--- src/rtl/muldiv_sequencer_pkg.sv ---
// ---------------------------------------------------------------------------
// muldiv_sequencer_pkg
// Shared control definitions for the multiply/divide sequencer: the FSM
// state encoding, the op encoding seen on the op input, the iteration count
// of the shift-add / shift-subtract loop, and a small magnitude helper used
// when operands are latched.
// ---------------------------------------------------------------------------
package muldiv_sequencer_pkg;

  typedef enum logic [2:0] {
    IDLE     = 3'd0,
    MULT_RUN = 3'd1,
    DIV_RUN  = 3'd2,
    FINISH   = 3'd3,
    EXCP     = 3'd4
  } state_t;

  localparam logic OP_MULT = 1'b0;
  localparam logic OP_DIV  = 1'b1;

  localparam int ITER_COUNT = 32;

  // Counter value seen during the final iteration (counter starts at 0).
  localparam logic [5:0] LAST_ITER = 6'(ITER_COUNT - 1);

  // Two's-complement magnitude. 0x80000000 maps to itself, which is the
  // correct unsigned magnitude 2^31 when the result is read as unsigned.
  function automatic logic [31:0] magnitude(input logic [31:0] value);
    return value[31] ? (~value + 32'd1) : value;
  endfunction

endpackage

--- src/rtl/muldiv_sequencer_if.sv ---
// ---------------------------------------------------------------------------
// muldiv_sequencer_if
// Request/response bundle between the control unit and the sequencer.
//   start      request, sampled only while the sequencer is idle
//   op         0 = signed MULT, 1 = signed DIV
//   a, b       multiplicand/dividend (rs), multiplier/divisor (rt)
//   busy       high whenever the sequencer is not idle
//   done       one-cycle pulse, hi/lo hold a fresh result
//   hilo_write one-cycle pulse coincident with done
//   hi, lo     MULT: product[63:32]/[31:0]; DIV: remainder/quotient
//   div_zero   one-cycle pulse for DIV with b == 0
// master = control unit side, slave = sequencer side.
// ---------------------------------------------------------------------------
interface muldiv_sequencer_if;

  logic        start;
  logic        op;
  logic [31:0] a;
  logic [31:0] b;
  logic        busy;
  logic        done;
  logic        hilo_write;
  logic [31:0] hi;
  logic [31:0] lo;
  logic        div_zero;

  modport master (
    output start, op, a, b,
    input  busy, done, hilo_write, hi, lo, div_zero
  );

  modport slave (
    input  start, op, a, b,
    output busy, done, hilo_write, hi, lo, div_zero
  );

endinterface

--- src/rtl/muldiv_sequencer_step.sv ---
// ---------------------------------------------------------------------------
// muldiv_step
// Purely combinational single iteration of the unsigned magnitude datapath.
//   op       OP_MULT: shift-add step, OP_DIV: restoring shift-subtract step
//   acc_in   MULT: running high half of the product; DIV: partial remainder
//   lo_in    MULT: multiplier bits still to consume / low product bits;
//            DIV: dividend bits still to shift in / quotient bits so far
//   m        MULT: multiplicand magnitude; DIV: divisor magnitude
//   acc_out, lo_out  register values after this iteration
// ---------------------------------------------------------------------------
module muldiv_step
  import muldiv_sequencer_pkg::*;
(
  input  logic        op,
  input  logic [31:0] acc_in,
  input  logic [31:0] lo_in,
  input  logic [31:0] m,
  output logic [31:0] acc_out,
  output logic [31:0] lo_out
);

  logic [32:0] sum;
  logic [32:0] shifted;
  logic [32:0] trial;

  always_comb begin
    sum     = {1'b0, acc_in} + (lo_in[0] ? {1'b0, m} : 33'd0);
    shifted = {acc_in, lo_in[31]};
    trial   = shifted - {1'b0, m};
    acc_out = acc_in;
    lo_out  = lo_in;

    if (op == OP_MULT) begin
      // The carry out of the add becomes the new top bit after the shift,
      // and the bit leaving acc drops into the top of lo.
      acc_out = sum[32:1];
      lo_out  = {sum[0], lo_in[31:1]};
    end else begin
      // shifted is at most 2*m - 1, so a borrow into bit 32 means the
      // divisor did not fit and the shifted value is restored.
      if (trial[32]) begin
        acc_out = shifted[31:0];
        lo_out  = {lo_in[30:0], 1'b0};
      end else begin
        acc_out = trial[31:0];
        lo_out  = {lo_in[30:0], 1'b1};
      end
    end
  end

endmodule

--- src/rtl/muldiv_sequencer.sv ---
// ---------------------------------------------------------------------------
// muldiv_sequencer
// Iterative signed 32x32 multiplier / 32/32 divider for the CPU HI/LO unit.
// Operands are converted to magnitudes when a request is accepted, the
// muldiv_step datapath runs ITER_COUNT iterations, and the signs are
// applied while in FINISH. A request is taken only in IDLE; a DIV with a
// zero divisor takes the EXCP path and raises div_zero instead of done.
// Ports:
//   clk    clock
//   reset  synchronous active-high reset (wins over start)
//   bus    muldiv_sequencer_if.slave request/response bundle
// Timing (start sampled at edge N):
//   done/hilo_write high during the cycle after edge N+33
//   div_zero high during the cycle after edge N+1
// ---------------------------------------------------------------------------
module muldiv_sequencer
  import muldiv_sequencer_pkg::*;
(
  input  logic                  clk,
  input  logic                  reset,
  muldiv_sequencer_if.slave     bus
);

  state_t      state;
  state_t      state_next;
  logic        accept;
  logic        done_next;
  logic        div_zero_next;

  logic [5:0]  count;
  logic        op_r;
  logic        neg_a;
  logic        neg_b;
  logic [31:0] acc;
  logic [31:0] work_lo;
  logic [31:0] m;

  logic [31:0] step_acc;
  logic [31:0] step_lo;

  logic        done_r;
  logic        div_zero_r;
  logic [31:0] hi_r;
  logic [31:0] lo_r;

  logic [63:0] prod_mag;
  logic [63:0] prod_signed;
  logic [31:0] quo_signed;
  logic [31:0] rem_signed;
  logic [31:0] hi_final;
  logic [31:0] lo_final;

  muldiv_step u_step (
    .op      (op_r),
    .acc_in  (acc),
    .lo_in   (work_lo),
    .m       (m),
    .acc_out (step_acc),
    .lo_out  (step_lo)
  );

  always_ff @(posedge clk) begin
    if (reset) begin
      state <= IDLE;
    end else begin
      state <= state_next;
    end
  end

  // Start is only looked at in IDLE, so requests arriving while busy or in
  // the cycle FINISH/EXCP hands back to IDLE are dropped.
  always_comb begin
    state_next    = state;
    accept        = 1'b0;
    done_next     = 1'b0;
    div_zero_next = 1'b0;

    case (state)
      IDLE: begin
        if (bus.start) begin
          accept = 1'b1;
          if (bus.op == OP_MULT) begin
            state_next = MULT_RUN;
          end else if (bus.b == 32'd0) begin
            state_next = EXCP;
          end else begin
            state_next = DIV_RUN;
          end
        end
      end
      MULT_RUN, DIV_RUN: begin
        if (count == LAST_ITER) begin
          state_next = FINISH;
        end
      end
      FINISH: begin
        done_next  = 1'b1;
        state_next = IDLE;
      end
      EXCP: begin
        div_zero_next = 1'b1;
        state_next    = IDLE;
      end
      default: begin
        state_next = IDLE;
      end
    endcase
  end

  // Sign fix-up of the magnitude result. The quotient is negative when the
  // operand signs differ; the remainder follows the dividend. The
  // 0x80000000 / -1 case falls out naturally: magnitude quotient 2^31
  // negates back to 0x80000000.
  always_comb begin
    prod_mag    = {acc, work_lo};
    prod_signed = (neg_a ^ neg_b) ? (~prod_mag + 64'd1) : prod_mag;
    quo_signed  = (neg_a ^ neg_b) ? (~work_lo + 32'd1) : work_lo;
    rem_signed  = neg_a ? (~acc + 32'd1) : acc;
    if (op_r == OP_MULT) begin
      hi_final = prod_signed[63:32];
      lo_final = prod_signed[31:0];
    end else begin
      hi_final = rem_signed;
      lo_final = quo_signed;
    end
  end

  // Datapath and registered outputs. Operands enter only through the
  // accept branch, so later changes on a/b cannot disturb a running op.
  always_ff @(posedge clk) begin
    if (reset) begin
      count      <= 6'd0;
      op_r       <= 1'b0;
      neg_a      <= 1'b0;
      neg_b      <= 1'b0;
      acc        <= 32'd0;
      work_lo    <= 32'd0;
      m          <= 32'd0;
      done_r     <= 1'b0;
      div_zero_r <= 1'b0;
      hi_r       <= 32'd0;
      lo_r       <= 32'd0;
    end else begin
      done_r     <= done_next;
      div_zero_r <= div_zero_next;
      case (state)
        IDLE: begin
          if (accept) begin
            op_r  <= bus.op;
            neg_a <= bus.a[31];
            neg_b <= bus.b[31];
            count <= 6'd0;
            acc   <= 32'd0;
            if (bus.op == OP_MULT) begin
              m       <= magnitude(bus.a);
              work_lo <= magnitude(bus.b);
            end else begin
              m       <= magnitude(bus.b);
              work_lo <= magnitude(bus.a);
            end
          end
        end
        MULT_RUN, DIV_RUN: begin
          acc     <= step_acc;
          work_lo <= step_lo;
          count   <= count + 6'd1;
        end
        FINISH: begin
          hi_r <= hi_final;
          lo_r <= lo_final;
        end
        default: begin
        end
      endcase
    end
  end

  assign bus.busy       = (state != IDLE);
  assign bus.done       = done_r;
  assign bus.hilo_write = done_r;
  assign bus.div_zero   = div_zero_r;
  assign bus.hi         = hi_r;
  assign bus.lo         = lo_r;

endmodule

--- src/flat_wrapper.sv ---
// flat-port wrapper written by rule: the top's interface ports become plain ports
module muldiv_sequencer_flat import muldiv_sequencer_pkg::*;
  (clk, reset, bus_start, bus_op, bus_a, bus_b, bus_busy, bus_done, bus_hilo_write, bus_hi, bus_lo, bus_div_zero);
  muldiv_sequencer_if bus_i ();
  input  logic clk;
  input  logic reset;
  input wire logic [$bits(bus_i.start)-1:0] bus_start;
  input wire logic [$bits(bus_i.op)-1:0] bus_op;
  input wire logic [$bits(bus_i.a)-1:0] bus_a;
  input wire logic [$bits(bus_i.b)-1:0] bus_b;
  output wire logic [$bits(bus_i.busy)-1:0] bus_busy;
  output wire logic [$bits(bus_i.done)-1:0] bus_done;
  output wire logic [$bits(bus_i.hilo_write)-1:0] bus_hilo_write;
  output wire logic [$bits(bus_i.hi)-1:0] bus_hi;
  output wire logic [$bits(bus_i.lo)-1:0] bus_lo;
  output wire logic [$bits(bus_i.div_zero)-1:0] bus_div_zero;
  assign bus_i.start = bus_start;
  assign bus_i.op = bus_op;
  assign bus_i.a = bus_a;
  assign bus_i.b = bus_b;
  assign bus_busy = bus_i.busy;
  assign bus_done = bus_i.done;
  assign bus_hilo_write = bus_i.hilo_write;
  assign bus_hi = bus_i.hi;
  assign bus_lo = bus_i.lo;
  assign bus_div_zero = bus_i.div_zero;
  muldiv_sequencer u_core (.clk(clk), .reset(reset), .bus(bus_i));
endmodule
--- config.mk ---
export PLATFORM = sky130hd
export DESIGN_NAME = muldiv_sequencer_flat
export DESIGN_NICKNAME = d
export VERILOG_FILES = /design/src/rtl/muldiv_sequencer_pkg.sv /design/src/rtl/muldiv_sequencer_if.sv /design/src/rtl/muldiv_sequencer_step.sv /design/src/rtl/muldiv_sequencer.sv /design/src/flat_wrapper.sv
export SDC_FILE = /design/constraint.sdc
export NUM_CORES = 1
export LEC_CHECK = 0
export ABC_AREA = 0
export CAP_MARGIN = 20
export CORE_ASPECT_RATIO = 0.7
export CORE_MARGIN = 2
export CORE_UTILIZATION = 50
export DETAILED_ROUTE_END_ITERATION = 7
export GPL_TIMING_DRIVEN = 1
export PLACE_DENSITY_LB_ADDON = 0.3
export SETUP_SLACK_MARGIN = 0.05
export SLEW_MARGIN = 10
export SYNTH_ARGS = -nofsm -noshare
export SYNTH_HDL_FRONTEND = slang
export SYNTH_SLANG_ARGS = --single-unit
export TNS_END_PERCENT = 30
--- constraint.sdc ---
create_clock -name clk -period 3.45 [get_ports clk]
set_input_delay 0.69 -clock clk [delete_from_list [all_inputs] [get_ports clk]]
set_output_delay 0.69 -clock clk [all_outputs]
set_load 0.01 [all_outputs]
==> Yosys cells after proc, flatten, opt, wreduce, memory -nomap -nowiden <==
Index checks and enable logic that the tools add are counted.
{ "totals": {"wordCells": 71, "input_bits": 68, "output_inout_bits": 68, "register_bits": 174} }
{ "classes": {"n_eq_ne": 8, "mux": 29, "add_sub_neg": 8, "reduce_logical": 8, "n_bitwise": 6} }
{ "op_table": {"columns": ["op", "count"], "rows": [
  ["$mux 32", 14],
  ["$add 32x1->32 const B", 4],
  ["$not 32->32", 4],
  ["$pmux 32 s2", 2],
  ["$add 64x1->64 const B", 1],
  ["$mux 64", 1],
  ["$not 64->64", 1],
  ["$add 32x33->33", 1],
  ["$sub 33x32->33", 1],
  ["$logic_not 32->1", 1],
  ["$mux 3", 4],
  ["$pmux 6 s2", 1],
  ["$add 6x1->6 const B", 1],
  ["$eq 3x2->1 const B", 2],
  ["$eq 6x5->1 const B", 1],
  ["$mux 6", 1],
  ["$pmux 3 s2", 1],
  ["$reduce_and 2->1", 3],
  ["$mux 1", 5],
  ["$ne 2x1->1 const B", 2],
  ["$eq 3x1->1 const B", 1],
  ["$eq 3x3->1 const B", 1],
  ["$logic_not 3->1", 1],
  ["$reduce_bool 3->1", 1],
  ["other kinds (4)", 4]
]} }

==> Depth between registers and ports, before layout <==
{ "logic_depth": {"word_depth": 6, "depth_mapped": 14, "mapped_depth_nobuf": 13} }

==> Hierarchy <==
Synthesis repeated with hierarchy kept, for this count alone.
{ "hier_totals": {"hier_cells": 1989, "hier_area_um2": 14869.3} }
{ "by_module_without_submodules": {"columns": ["module", "area_per_inst_um2", "instances", "cells_per_inst"], "rows": [
  ["muldiv_sequencer", 10166.0, 1, 1307],
  ["muldiv_step", 4703.3, 1, 682]
]} }

==> Worst setup path after synthesis <==
OpenSTA, ideal clock, no wires.
{ "synth_timing": {"path_type": "register to register", "startpoint": "reg u_core.work_lo[31]", "endpoint": "reg u_core.acc[25]", "path_buffers": 0, "slack_ns": 0.243, "path_stages_with_launch": 13, "period_less_slack_ns": 3.207, "arrival_time_ns": 3.090, "setup_ns": 0.117, "required_time_ns": 3.333, "path_cell_list": "dfxtp_1 -> inv_1 -> ha_1 -> fa_1 -> nand2b_1 -> a21o_1 -> a31oi_4 -> a311oi_4 -> o41ai_4 -> xor2_2 -> o211a_1 -> o311ai_1 -> a32o_1"} }
{ "synth_via": {"elab_chain_len": 4} }
{ "synth_lines": {"columns": ["element", "line_no", "source"], "rows": [
  ["start, declared", "muldiv_sequencer.sv:35", "logic [31:0] work_lo;"],
  ["start signal, assigned", "muldiv_sequencer.sv:156", "work_lo <= magnitude(bus.b);"],
  ["start signal, assigned", "muldiv_sequencer.sv:159", "work_lo <= magnitude(bus.a);"],
  ["start signal, assigned", "muldiv_sequencer.sv:165", "work_lo <= step_lo;"],
  ["$sub 33x32->33", "muldiv_sequencer_step.sv:29", "trial = shifted - {1'b0, m};"],
  ["$mux 32", "muldiv_sequencer_step.sv:41", "if (trial[32]) begin"],
  ["$mux 32", "muldiv_sequencer_step.sv:33", "if (op == OP_MULT) begin"],
  ["$pmux 32 s2", "muldiv_sequencer.sv:146", "case (state)"],
  ["end signal, assigned", "muldiv_sequencer.sv:164", "acc <= step_acc;"],
  ["end, declared", "muldiv_sequencer.sv:34", "logic [31:0] acc;"]
]} }
No other way between the ends.
A chain may end at the register's enable or synchronous reset.

==> Final worst setup path <==
{ "layout_timing": {"startpoint": "reg u_core.m[21]", "endpoint": "reg u_core.acc[26]"} }
{ "layout_via": {"elab_chain_len": 4} }
{ "layout_lines": {"columns": ["element", "line_no", "source"], "rows": [
  ["start, declared", "muldiv_sequencer.sv:36", "logic [31:0] m;"],
  ["start signal, assigned", "muldiv_sequencer.sv:155", "m <= magnitude(bus.a);"],
  ["start signal, assigned", "muldiv_sequencer.sv:158", "m <= magnitude(bus.b);"],
  ["$mux 32 or $sub 33x32->33 (tied branches)", "muldiv_sequencer_step.sv:27, muldiv_sequencer_step.sv:29", null],
  ["$add 32x33->33 or $mux 32 (tied branches)", "muldiv_sequencer_step.sv:27, muldiv_sequencer_step.sv:41", null],
  ["$mux 32 (*)", "muldiv_sequencer_step.sv:33", null],
  ["$pmux 32 s2 (*)", "muldiv_sequencer.sv:146", null]
]} }
Every way passes the cells marked *; elsewhere a longest branch is shown, timed or not.

==> impl_metrics.csv <==
group,metric,value,unit
route,firstDrtPassIters,6,
synthesis,syn_area_per_cell,7.44,um^2
clock_network,clockRootBuffer,"clkbuf_16",
setup_path,r2r-end,"u_core.acc[26]$_SDFFE_PP0P_",
sta,slew_viol_final,0,
setup_path,crit_top_cell,"buf_4",
power,ir_drop,287,uV
sta,tightest_slew,1.11,ns
global_routing,grt_pass1_vias,14302,
synthesis,synth_xor_area_share,10.4,%
sta,tns,0,ns
synthesis,async_reset_ff_share,0,%
setup_path,cp_slowest_cell,"ha_1",
setup_path,cp-endpoint,"u_core.acc[26]$_SDFFE_PP0P_",
synthesis,synth_cells,1957,
clock_network,clk_pin_slew,0.08,ns
final_layout,final_area,0.0180,mm^2
sta,max_slew_margin,26.0,%
synthesis,ys_warn_count,0,
synthesis,ys_seq_elements,174,
status,status,"completed",
clock_network,clock_sinks,174,
setup_path,cp_num_cells,13,
setup_path,crit_start,"u_core.m[21]$_SDFFE_PP0P_",
die,dieArea,0.0305,mm^2
route,drtIter0Drc,1784,
global_routing,antenna_found_initial,1,
global_routing,grt_pass1_wl,82100,um
die,dieHeight,147,um
sta,fmax,299,MHz
setup_path,critical_path_class,"register to register",
final_layout,num_antenna_cells,0,
setup_path,crit-reg2reg-launch,"u_core.m[21]$_SDFFE_PP0P_",
global_routing,grt_max_degree,98,
power,powerDensity,394,mW/mm^2
synthesis,ys_seq_area_share,23.9,%
die,start_util,50.7,%
route,viasPerCell,6.17,
setup_path,end_kind,"register",
setup_path,required,3.78,ns
global_routing,gr-total-overflow,0,
route,vias,15725,
placement,gp_congestion,1.02,
route,drt-total-wl,53600,um
final_layout,layout_commonest_cell,"nor2_1",
flow_run,drv_cap,0,
setup_path,path_cells,"inv_1, ha_1, a21oi_1, o21ai_1, a2111o_1, a221oi_2, buf_4, o41ai_4, buf_4, xor2_4, buf_4, mux2i_1, o221ai_1",
synthesis,synth_top_family_by_area,"compound AO/OA/AOI/OAI gates",
route,drc,0,
synthesis,synth-edff-count,0,
setup_path,worstSetupStartpointType,"register",
power,leakage,7.16,nW
final_layout,nNetsFinal,2297,
setup_path,crit_family,"compound AO/OA/AOI/OAI gates",
route,ant_nets,0,
setup_path,worstPathArrival,3.67,ns
setup_path,r2r.worst_path.cells,13,
final_layout,area_delta_synth_final,23.3,%
setup_path,crit_fanout,7,
min_path,hold_class,"register to register",
clock_network,hold_buffers,0,
sta,setup_viol,0,
sta,layout_min_cycle_time,3.34,ns
final_layout,drive_above_1_share,13.6,%
synthesis,synth_ff_type,"dfxtp_1",
clock_network,clk_latency,0.46,ns
setup_path,cpPeakStageDelay,0.42,ns
clock_network,tritoncts,"done",
synthesis,syn_nets,2096,
die,coreArea,0.0288,mm^2
synthesis,synth_simple_gate_area_share,21.7,%
synthesis,synth_compound_area_share,27.9,%
final_layout,layout_common_cells,"nor2_1, nand2_1, buf_4",
die,ioPinCount,136,
sta,post-route-period-util,96.9,%
power,power,7.08,mW
die,rows,52,
placement,portBuffers,135,
global_routing,track_usage,34.2,%
route,wire_per_inst,21.0,um
clock_network,clock_path_buffers,2,
sta,hold_violations,0,
clock_network,cts-buffers-inserted,17,
setup_path,r2r_slack,0.11,ns
die,die_w,208,um
synthesis,synth.area.mux_share,4.27,%
sta,rsz0062_at_grt,"yes",
setup_path,crit_buf_inv,4,
clock_network,cts_max_level,4,
synthesis,syn_area,0.0146,mm^2
placement,placed_area,0.0172,mm^2
synthesis,synthAdderAreaFrac,6.20,%
sta,clock_skew,0.0160,ns
synthesis,synth.distinct_cells,88,
placement,dp_hpwl,42800,um
==> power by group <==
part	leakage (nW)	switching, mW	internal (mW)
logic	5.46	1.64	1.18
registers	1.42	0.147	2.12
clock network	0.281	0.956	1.03
==> logic make-up (layout without fill, tap and decap cells) <==
logic type | Yosys count | in the layout
AO/OA/AOI/OAI | 614 | 614
XOR/XNOR | 172 | 172
adder cells (fa/ha/maj) | 71 | 71
buffers and inverters | 205 | 419
flip-flops | 174 | 174
multiplexers | 61 | 61
AND/OR/NAND/NOR | 660 | 660
==> worst min path at each step <==
stage / from / end / slack [ns] / depth (start not counted)
after floorplan: u_core.m[14]$_SDFFE_PP0P_ / u_core.m[14]$_SDFFE_PP0P_ / 0.43 / 2
after global placement: u_core.bus.hi[27]$_SDFFE_PP0P_ / u_core.bus.hi[27]$_SDFFE_PP0P_ / 0.44 / 2
after detailed placement: u_core.m[28]$_SDFFE_PP0P_ / u_core.m[28]$_SDFFE_PP0P_ / 0.45 / 2
after CTS: u_core.m[28]$_SDFFE_PP0P_ / u_core.m[28]$_SDFFE_PP0P_ / 0.46 / 2
after global routing: u_core.m[4]$_SDFFE_PP0P_ / u_core.m[4]$_SDFFE_PP0P_ / 0.47 / 2
final: u_core.m[28]$_SDFFE_PP0P_ / u_core.m[28]$_SDFFE_PP0P_ / 0.45 / 2
==> worst min-delay path: stages, from the launching register on <==
cell and delay [ns]:
dfxtp_1 0.31, nand2_1 0.05, a21oi_1 0.05
==> Yosys cell counts, drive strengths merged, types with 15 or more instances <==
master  instances  area share, %
nand4          20           0.86
inv            70            1.8
or3            18           0.82
ha             69            5.9
nor3           37            1.5
nand2         214            5.5
dfxtp         174             24
mux2i          52            3.6
a21oi         173            5.9
nor2          230            5.9
or2            15           0.64
nand3          21           0.72
buf            20           0.86
o31ai          30            1.5
clkbuf        115            3.0
a221oi         17            1.1
xnor2          81            4.9
nand2b         25            1.1
a211oi         69            3.6
xor2           91            5.5
a22oi          19           0.98
nor4           21            1.3
a31oi          20           0.96
o21ai         121            4.2
a21o           26            1.3
or4            15           0.88
o211ai         42            2.2
==> per-stage QoR <==
stage               utilization [%]  std cells  setup slack [ns]  hold slack, ns
floorplan                         -       1957             0.243           0.432
global placement               59.9       2511            -0.247           0.439
detailed placement             59.9       2511            -0.323           0.447
CTS                            61.9       2543            0.0444           0.456
global route                   62.4       2549           -0.0132           0.471
finish                         62.4       2549             0.107           0.450
==> flip-flops by register name (all words and copies together) (netlist names) <==
register / cells
u_core.op_r: 1
u_core.acc: 32
u_core.bus.done: 1
u_core.bus.lo: 32
u_core.m: 32
u_core.neg_b: 1
u_core.count: 6
u_core.neg_a: 1
u_core.work_lo: 32
u_core.bus.hi: 32
u_core.bus.div_zero: 1
u_core.state: 3
==> routing by layer <==
layer / wire (um) / up-vias / global-route usage (%) / part of all wire, %
met2: 21000 / 781 / 47.1 / 39
met1: 25100 / 7385 / 51.3 / 47
li1: - / 7481 / - / -
met4: 953 / 0 / 7.62 / 1.8
met5: 0 / - / 0 / 0
met3: 6560 / 78 / 10.6 / 12
==> layout make-up <==
cell class	instances	area, um^2
Timing Repair Buffer	317	2760
Inverter	70	263
Tap cell	378	473
Clock buffer	19	433
Multi-Input combinational cell	1578	10400
Sequential cell	174	3490
Fill cell	2637	10800
Clock inverter	13	149
==> timing repair <==
| item | in CTS | in global routing |
|---|---|---|
| pin swaps | 0 | 8 |
| setup endpoints to repair | 3 | 35 |
| gates resized for setup | 1 | 29 |
| setup buffers | 0 | 6 |
| endpoints found under the hold margin | 0 | 0 |
No activity file was read; power rests on OpenSTA's default activity.
